$ cat src/rtl/adc_sample_averager_pkg.sv
// Shared definitions for the ADC averaging front end and the temperature stage.
package adc_sample_averager_pkg;

  localparam int ADC_W = 12;

  typedef enum logic [1:0] {
    ST_IDLE = 2'd0,
    ST_REQ  = 2'd1,
    ST_WAIT = 2'd2,
    ST_DONE = 2'd3
  } avg_state_e;

endpackage

$ cat src/rtl/adc_sample_averager_if.sv
// Start/ready conversion handshake between the averager (master) and the ADC (slave).
interface adc_sample_averager_if;
  import adc_sample_averager_pkg::*;

  logic             conv_start;
  logic             adc_ready;
  logic [ADC_W-1:0] adc_data;

  modport master (output conv_start, input adc_ready, input adc_data);
  modport slave  (input conv_start, output adc_ready, output adc_data);
endinterface

$ cat src/rtl/adc_sample_averager_rate_ticker.sv
// Free-running 0..SAMPLE_DIV-1 divider; held at zero while disabled, tick on the last count.
module adc_sample_averager_rate_ticker #(
  parameter int SAMPLE_DIV = 1000
) (
  input  logic clock,
  input  logic rst,
  input  logic en_i,
  output logic tick_o
);

  localparam int CW = (SAMPLE_DIV > 1) ? $clog2(SAMPLE_DIV) : 1;

  logic [CW-1:0] cnt_q, cnt_d;
  logic          last;

  assign last   = (cnt_q == CW'(SAMPLE_DIV - 1));
  assign tick_o = en_i && last;

  always_comb begin
    cnt_d = cnt_q;
    if (!en_i)     cnt_d = '0;
    else if (last) cnt_d = '0;
    else           cnt_d = cnt_q + 1'b1;
  end

  always_ff @(posedge clock or negedge rst) begin
    if (!rst) cnt_q <= '0;
    else      cnt_q <= cnt_d;
  end

endmodule

$ cat src/rtl/adc_sample_averager.sv
// Paces ADC conversions and block-averages 2^LOG2_N samples into one 12-bit word.
module adc_sample_averager
  import adc_sample_averager_pkg::*;
#(
  parameter int SAMPLE_DIV = 1000,
  parameter int LOG2_N     = 3,
  parameter int TIMEOUT    = 255
) (
  input  logic                  clock,
  input  logic                  rst,
  input  logic                  enable,
  adc_sample_averager_if.master adc,
  output logic [ADC_W-1:0]      avg_out,
  output logic                  avg_valid,
  output logic                  timeout_err
);

  localparam int ACC_W = ADC_W + LOG2_N;
  localparam int TMO_W = $clog2(TIMEOUT + 1);

  avg_state_e        state_q, state_d;
  logic [ACC_W-1:0]  acc_q, acc_d, acc_sum;
  logic [LOG2_N-1:0] cnt_q, cnt_d;
  logic [TMO_W-1:0]  tmo_q, tmo_d;
  logic [ADC_W-1:0]  avg_q, avg_d;
  logic              vld_q, vld_d;
  logic              err_q, err_d;
  logic              start_q, start_d;
  logic              en_prev_q;
  logic              tick;

  function automatic logic [ADC_W-1:0] trunc_avg(input logic [ACC_W-1:0] a);
    return a[ACC_W-1:LOG2_N];
  endfunction

  adc_sample_averager_rate_ticker #(.SAMPLE_DIV(SAMPLE_DIV)) u_ticker (
    .clock (clock),
    .rst   (rst),
    .en_i  (enable),
    .tick_o(tick)
  );

  assign acc_sum = acc_q + ACC_W'(adc.adc_data);

  always_comb begin
    state_d = state_q;
    acc_d   = acc_q;
    cnt_d   = cnt_q;
    tmo_d   = tmo_q;
    avg_d   = avg_q;
    vld_d   = 1'b0;
    err_d   = err_q;
    if (enable && !en_prev_q) err_d = 1'b0;
    if (!enable) begin
      // Dropping enable abandons any in-flight request and the partial block.
      state_d = ST_IDLE;
      acc_d   = '0;
      cnt_d   = '0;
      tmo_d   = '0;
    end else begin
      case (state_q)
        ST_IDLE: if (tick) state_d = ST_REQ;
        ST_REQ: begin
          state_d = ST_WAIT;
          tmo_d   = '0;
        end
        ST_WAIT: begin
          // A sample arriving on the expiry cycle still counts; ready wins.
          if (adc.adc_ready) begin
            acc_d = acc_sum;
            cnt_d = cnt_q + 1'b1;
            if (cnt_q == '1) begin
              avg_d   = trunc_avg(acc_sum);
              vld_d   = 1'b1;
              state_d = ST_DONE;
            end else begin
              state_d = ST_IDLE;
            end
          end else if (tmo_q == TMO_W'(TIMEOUT - 1)) begin
            err_d   = 1'b1;
            acc_d   = '0;
            cnt_d   = '0;
            tmo_d   = tmo_q + 1'b1;
            state_d = ST_IDLE;
          end else begin
            tmo_d = tmo_q + 1'b1;
          end
        end
        ST_DONE: begin
          acc_d   = '0;
          cnt_d   = '0;
          state_d = ST_IDLE;
        end
        default: state_d = ST_IDLE;
      endcase
    end
    start_d = (state_d == ST_REQ);
  end

  always_ff @(posedge clock or negedge rst) begin
    if (!rst) begin
      state_q   <= ST_IDLE;
      acc_q     <= '0;
      cnt_q     <= '0;
      tmo_q     <= '0;
      avg_q     <= '0;
      vld_q     <= 1'b0;
      err_q     <= 1'b0;
      start_q   <= 1'b0;
      en_prev_q <= 1'b0;
    end else begin
      state_q   <= state_d;
      acc_q     <= acc_d;
      cnt_q     <= cnt_d;
      tmo_q     <= tmo_d;
      avg_q     <= avg_d;
      vld_q     <= vld_d;
      err_q     <= err_d;
      start_q   <= start_d;
      en_prev_q <= enable;
    end
  end

  assign adc.conv_start = start_q;
  assign avg_out        = avg_q;
  assign avg_valid      = vld_q;
  assign timeout_err    = err_q;

endmodule

$ cat src/flat_wrapper.sv
// flat-port wrapper written by rule: the top's interface ports become plain ports
module adc_sample_averager_flat import adc_sample_averager_pkg::*;
#(
  parameter int SAMPLE_DIV = 1000,
  parameter int LOG2_N     = 3,
  parameter int TIMEOUT    = 255
)
  (clock, rst, enable, avg_out, avg_valid, timeout_err, adc_conv_start, adc_adc_ready, adc_adc_data);
  adc_sample_averager_if adc_i ();
  input  logic clock;
  input  logic rst;
  input  logic enable;
  output logic [ADC_W-1:0] avg_out;
  output logic avg_valid;
  output logic timeout_err;
  output wire logic [$bits(adc_i.conv_start)-1:0] adc_conv_start;
  input wire logic [$bits(adc_i.adc_ready)-1:0] adc_adc_ready;
  input wire logic [$bits(adc_i.adc_data)-1:0] adc_adc_data;
  assign adc_conv_start = adc_i.conv_start;
  assign adc_i.adc_ready = adc_adc_ready;
  assign adc_i.adc_data = adc_adc_data;
  adc_sample_averager #(.SAMPLE_DIV(SAMPLE_DIV), .LOG2_N(LOG2_N), .TIMEOUT(TIMEOUT)) u_core (.clock(clock), .rst(rst), .enable(enable), .adc(adc_i), .avg_out(avg_out), .avg_valid(avg_valid), .timeout_err(timeout_err));
endmodule
$ cat config.mk
export PLATFORM = sky130hd
export DESIGN_NAME = adc_sample_averager_flat
export DESIGN_NICKNAME = d
export VERILOG_FILES = /design/src/rtl/adc_sample_averager_pkg.sv /design/src/rtl/adc_sample_averager_if.sv /design/src/rtl/adc_sample_averager_rate_ticker.sv /design/src/rtl/adc_sample_averager.sv /design/src/flat_wrapper.sv
export SDC_FILE = /design/constraint.sdc
export NUM_CORES = 1
export LEC_CHECK = 0
export CORE_ASPECT_RATIO = 1.5
export CORE_MARGIN = 4
export CORE_UTILIZATION = 37
export DETAILED_ROUTE_END_ITERATION = 10
export SYNTH_ARGS = -nofsm -noshare
export SYNTH_HDL_FRONTEND = slang
export SYNTH_SLANG_ARGS = --single-unit
$ cat constraint.sdc
create_clock -name clock -period 2.2 [get_ports clock]
set_input_delay 0.33 -clock clock [delete_from_list [all_inputs] [get_ports clock]]
set_output_delay 0.33 -clock clock [all_outputs]
set_load 0.005 [all_outputs]
**After elaboration in Yosys (flattened, before gate mapping)**

Cells that the tools add are included.
Widths: inputs -> output; s select.

- Register bits after elaboration: 54
- Input bits: 16
- Output and inout port bits: 15
- Word-level logic and storage cells: 60

- Add/sub/neg operators: 4
- Equality and inequality tests: 11
- Mux-type cells: 28
- Reduce and logical (&&, ||, !) cells: 7

Operator list:

| kind | number |
|---|---|
| $mux 15 | 3 |
| $pmux 15 s2 | 1 |
| $mux 10 | 2 |
| $mux 8 | 2 |
| $pmux 8 s2 | 1 |
| $add 15x12->15 | 1 |
| $add 10x1->10 const B | 1 |
| $eq 10x10->1 const B | 1 |
| $mux 2 | 5 |
| $mux 1 | 9 |
| $mux 3 | 3 |
| $add 8x1->8 const B | 1 |
| $eq 8x8->1 const B | 1 |
| $pmux 2 s4 | 1 |
| $ne 3x1->1 const B | 2 |
| $pmux 3 s2 | 1 |
| $eq 2x1->1 const B | 2 |
| $eq 2x2->1 const B | 2 |
| $ne 4x3->1 const B | 1 |
| $reduce_and 2->1 | 2 |
| $reduce_and 4->1 | 1 |
| $add 3x1->3 const B | 1 |
| $eq 3x3->1 const B | 1 |
| $ne 3x3->1 const B | 1 |
| 3 further kinds | 4 |

**Depth between registers and ports, before layout**

- Depth after elaboration: 7
- Mapped depth: 10
- Depth with buffers taken out: 9

**Cells and area by module**

Synthesis repeated with hierarchy kept, for this count alone.

- Cells, all modules: 289
- Area, all modules: 2,902.8 µm²

By module, submodules not included:

| module | times used | cells an instance | area each (µm²) | seq. area each (µm²) |
|---|---|---|---|---|
| adc_sample_averager | 1 | 236 | 2,403.6 | 1,101.1 |
| adc_sample_averager_rate_ticker | 1 | 53 | 499.2 | 250.2 |

**Worst setup path after synthesis**

No wires, ideal clock.

- Path type: reg2reg
- Start point: register u_core.acc_q[0]
- End point: register u_core.avg_q[11], in the netlist u_core.avg_out[11]
- Setup time: 0.124 ns
- Arrival time: 1.879 ns
- Required time: 2.076 ns
- Setup slack: 0.197 ns
- Stages on the path, launching flop included: 10
- Path buffers: 0
- Period minus slack after synthesis: 2.003 ns
- Cell sequence: dfrtp_1 ha_1 inv_1 fa_1 nor2b_1 o2111ai_1 nand2_1 a211o_1 a31oi_1 o31a_1

- Word-level cells in the longest chain between the ends: 1

Ends and longest elaborated chain:

| what | line | text |
|---|---|---|
| start, declared | adc_sample_averager.sv:22 | `logic [ACC_W-1:0] acc_q, acc_d, acc_sum;` |
| start signal, assigned | adc_sample_averager.sv:103 | `acc_q <= '0;` |
| start signal, assigned | adc_sample_averager.sv:113 | `acc_q <= acc_d;` |
| $add 15x12->15 | adc_sample_averager.sv:43 | `assign acc_sum = acc_q + ACC_W'(adc.adc_data);` |
| end signal, assigned | adc_sample_averager.sv:116 | `avg_q <= avg_d;` |
| end, declared | adc_sample_averager.sv:25 | `logic [ADC_W-1:0] avg_q, avg_d;` |

No other way between the ends.
A chain may end at the register's enable or synchronous reset.

**Worst setup path after layout**

- Start point: input port adc_adc_data[3]
- End point: register u_core.avg_q[8], in the netlist u_core.avg_out[8]

- Word-level cells in the longest chain between the ends: 1

Ends and longest elaborated chain:

| what | line | text |
|---|---|---|
| start, declared | flat_wrapper.sv:18 | `input wire logic [$bits(adc_i.adc_data)-1:0] adc_adc_data;` |
| $add 15x12->15 | adc_sample_averager.sv:43 |  |

No other way between the ends.

==> qor.yml <==
outcome: "finished clean"
routed_via_density: 5.21
syn-cell-area_um2: 2990
worst_ir_drop_vdd_uv: 313
worst_setup_path_end_kind: "flip-flop"
switchingPower_mw: 0.454
portBuffers: 30
switching_share_pct: 20.8
setup_viol: 0
h-tree-depth: 2
finalSetupTns_ns: 0
die_h_um: 118
drtIter0Drc: 76
relSlewSlack_pct: 79.8
die_area_um2: 9610
skew_ns: 0.00590
wl_per_cell_um: 14.8
required_ns: 2.38
drive_gt1_share_pct: 21.6
ctsLongestPathBuffers: 2
grtUsageTotal_pct: 15.7
rows: 39
synth.largest_area_cell: "dfrtp_1"
intPower_mw: 1.72
cp.arrival_ns: 2.31
clkPwrFrac_pct: 46.8
seqPwrFrac_pct: 45.9
synth-async-reset-ratio_pct: 100
route.vias.total: 2463
met2_usage_pct: 28.9
area_growth_pct: 33.7
synthFlopType: "dfrtp_1"
gr-max-usage-layer: "met2"
antennaDiodeCount: 0
yosysWarnings: 0
start_util_pct: 38.5
layout.nets: 404
crit_type: "in -> reg"
core_um2: 7760
yosys.area.top_type_share_pct: 45.2
worstMarginPinSlew_ns: 0.302
cts_buffers: 5
synth_area_per_cell_um2: 9.96
cts_tree: "yes"
drv_slew: 0
postLayoutCoreUtil_pct: 51.5
grt_pass1_wl_um: 11800
cts.sinks: 54
cts_root_buffer: "clkbuf_16"
start_kind: "input port"
hpwl_um: 5280
clkLatencyLatePin_ns: 0.29
drc_errors: 0
slowest_delay_ns: 0.47
cp_cell_sequence: "clkdlybuf4s50_1 -> ha_4 -> a21o_1 -> buf_4 -> a211oi_4 -> nor2_1 -> a31oi_1 -> o21ai_1 -> mux2_2"
fmax_mhz: 470
antenna_found_initial: 0
period_minus_slack_ns: 2.13
seq_area_frac_synth_pct: 45.2
pwr_density_cell_nw_per_um2: 545
power.share.combinational_pct: 7.2
syn_inst: 300
fp.dieW_um: 81.4
yosysUniqueCellTypes: 49
ys_top_cells_by_area: "dfrtp_1 45%, ha_1 7.1%, nor2_1 3.5%"
crit_fanout: 5
grt_max_degree: 33
clk_pin_slew_worst_paths_ns: 0.07
syn-num-nets: 334
synth_seq_cells: 54
p_leak_nw: 1.80
wl_um: 7020
dr.pass1.iters: 4
grt_pass1_vias: 2556
grtUsageMet1_pct: 17.3
hold_viol: 0
grt_util_met3_pct: 2.68
place_congestion: 0.781
drv_cap: 0
synth_edf_count: 0
hold_slack_ns: 0.391
timing.final.crit_share_pct: 96.6
gr-total-overflow: 0
crit_slowest_cell: "clkdlybuf4s50_1"
min_path_type: "in -> async"
antenna_left: 0
pin_count: 31
==> worst max-delay path: cells and delay by family <==
family	cells	cell delay (ns)
adder cells (fa/ha/maj)	1	0.19
multiplexers	1	0.28
AO/OA/AOI/OAI	4	0.78
buffers and inverters	2	0.61
AND/OR/NAND/NOR	1	0.11
==> final timing paths <==
path                       cells past startpoint  slack [ns]                            endpoint                               start
max                                            9        0.07       u_core.avg_out[8]$_DFFE_PN0P_                     adc_adc_data[3]
min                                            2        0.39         u_core.acc_q[7]$_DFFE_PN0P_                                 rst
max reg2reg                                    8        0.13       u_core.avg_out[8]$_DFFE_PN0P_         u_core.acc_q[4]$_DFFE_PN0P_
min reg2reg                                    1        0.45  u_core.u_ticker.cnt_q[0]$_DFF_PN0_  u_core.u_ticker.cnt_q[0]$_DFF_PN0_
max in group asynchronous                      3        1.34        u_core.acc_q[12]$_DFFE_PN0P_                                 rst
min in group clock                             1        0.45  u_core.u_ticker.cnt_q[0]$_DFF_PN0_  u_core.u_ticker.cnt_q[0]$_DFF_PN0_
==> metrics by stage <==
step	total power, mW	std cells	setup WS (ns)	area [um^2]
after floorplan	1.08	300	0.197	2990
after global placement	1.17	461	-0.368	3660
after detailed placement	1.17	461	-0.389	3660
after CTS	2.21	472	0.00101	3930
after global routing	2.27	473	-0.00651	4000
final	2.18	473	0.0742	4000
==> cells by family (layout without fill, tap and decap cells) <==
family	Yosys count	after routing	share of synthesized area, %
compound gates	78	78	18.0
xor+xnor	21	21	6.15
fa+ha+maj	18	18	7.79
buf+inv	21	92	3.01
flops	54	54	45.2
mux	9	9	3.35
simple gates	99	99	16.5
==> sequential cells by signal (all words and copies together) (netlist names) <==
name,count
u_core.u_ticker.cnt_q,10
u_core.adc.conv_start,1
u_core.tmo_q,8
u_core.timeout_err,1
u_core.state_q,2
u_core.avg_out,12
u_core.cnt_q,3
u_core.acc_q,15
u_core.en_prev_q,1
u_core.avg_valid,1
==> cells in the final DEF, fill, tap and decap left out, types with 4 or more instances in the layout <==
cell type and count:
a21oi_1 16, a21oi_2 5, a22o_1 11, a31oi_1 6, and3_1 4, buf_4 40
clkbuf_16 5, clkdlybuf4s50_1 25, dfrtp_1 54, dlygate4sd2_1 4, ha_1 11, ha_4 4
inv_1 10, mux2_2 8, nand2_1 22, nand2b_1 5, nand3_1 10, nand4_1 5
nor2_1 28, nor3_1 5, o21a_1 5, o21ai_0 9, o21ai_1 6, or3_1 4
xnor2_1 11, xor2_1 10
==> per-layer routing <==
layer | wire length (um) | up-vias
li1 | - | 1212
met1 | 2790 | 1200
met2 | 3840 | 38
met3 | 218 | 13
met4 | 178 | 0
met5 | 0 | -
==> power groups by stage <==
stage | Clock [mW] | Sequential (mW) | Combinational, mW
floorplan | 0 | 1.02 | 0.0593
global placement | 0 | 1.02 | 0.150
detailed placement | 0 | 1.02 | 0.153
CTS | 1.05 | 1.00 | 0.157
global route | 1.09 | 1.00 | 0.177
finish | 1.02 | 1.00 | 0.158
==> cell usage after synthesis, types with 2 or more instances <==
library cell  count
a211o_1           3
a21o_1            2
a21oi_1          20
a22o_1           11
a31oi_1           6
and3_1            4
buf_2             6
clkbuf_1          2
dfrtp_1          54
ha_1             17
inv_1            11
mux2_2            8
nand2_1          23
nand2b_1          5
nand3_1          10
nand4_1           5
nand4b_1          2
nor2_1           28
nor2b_1           4
nor3_1            5
nor3b_1           3
o21a_1            5
o21ai_0           9
o21ai_1           6
o21bai_1          2
o22ai_1           3
o31ai_1           2
or3_1             4
xnor2_1          11
xor2_1           10
==> repair_timing <==
| action | in CTS | in global routing |
|---|---|---|
| endpoints found under the setup margin | 10 | 10 |
| hold buffers | 1 | 0 |
| pin swaps | 9 | 9 |
| hold endpoints to repair | 4 | 0 |
| buffers inserted | 2 | 2 |
| cloned | 0 | 0 |
| gates resized for setup | 14 | 8 |
==> final cells by class <==
cell class / instances / area (um^2)
Clock inverter: 3 / 68.8
Inverter: 12 / 45.0
Clock buffer: 5 / 125
Timing Repair Buffer: 72 / 621
Multi-Input combinational cell: 225 / 1660
Sequential cell: 54 / 1350
Fill cell: 718 / 3760
Tap cell: 102 / 128
(Power assumes the default switching activity.)
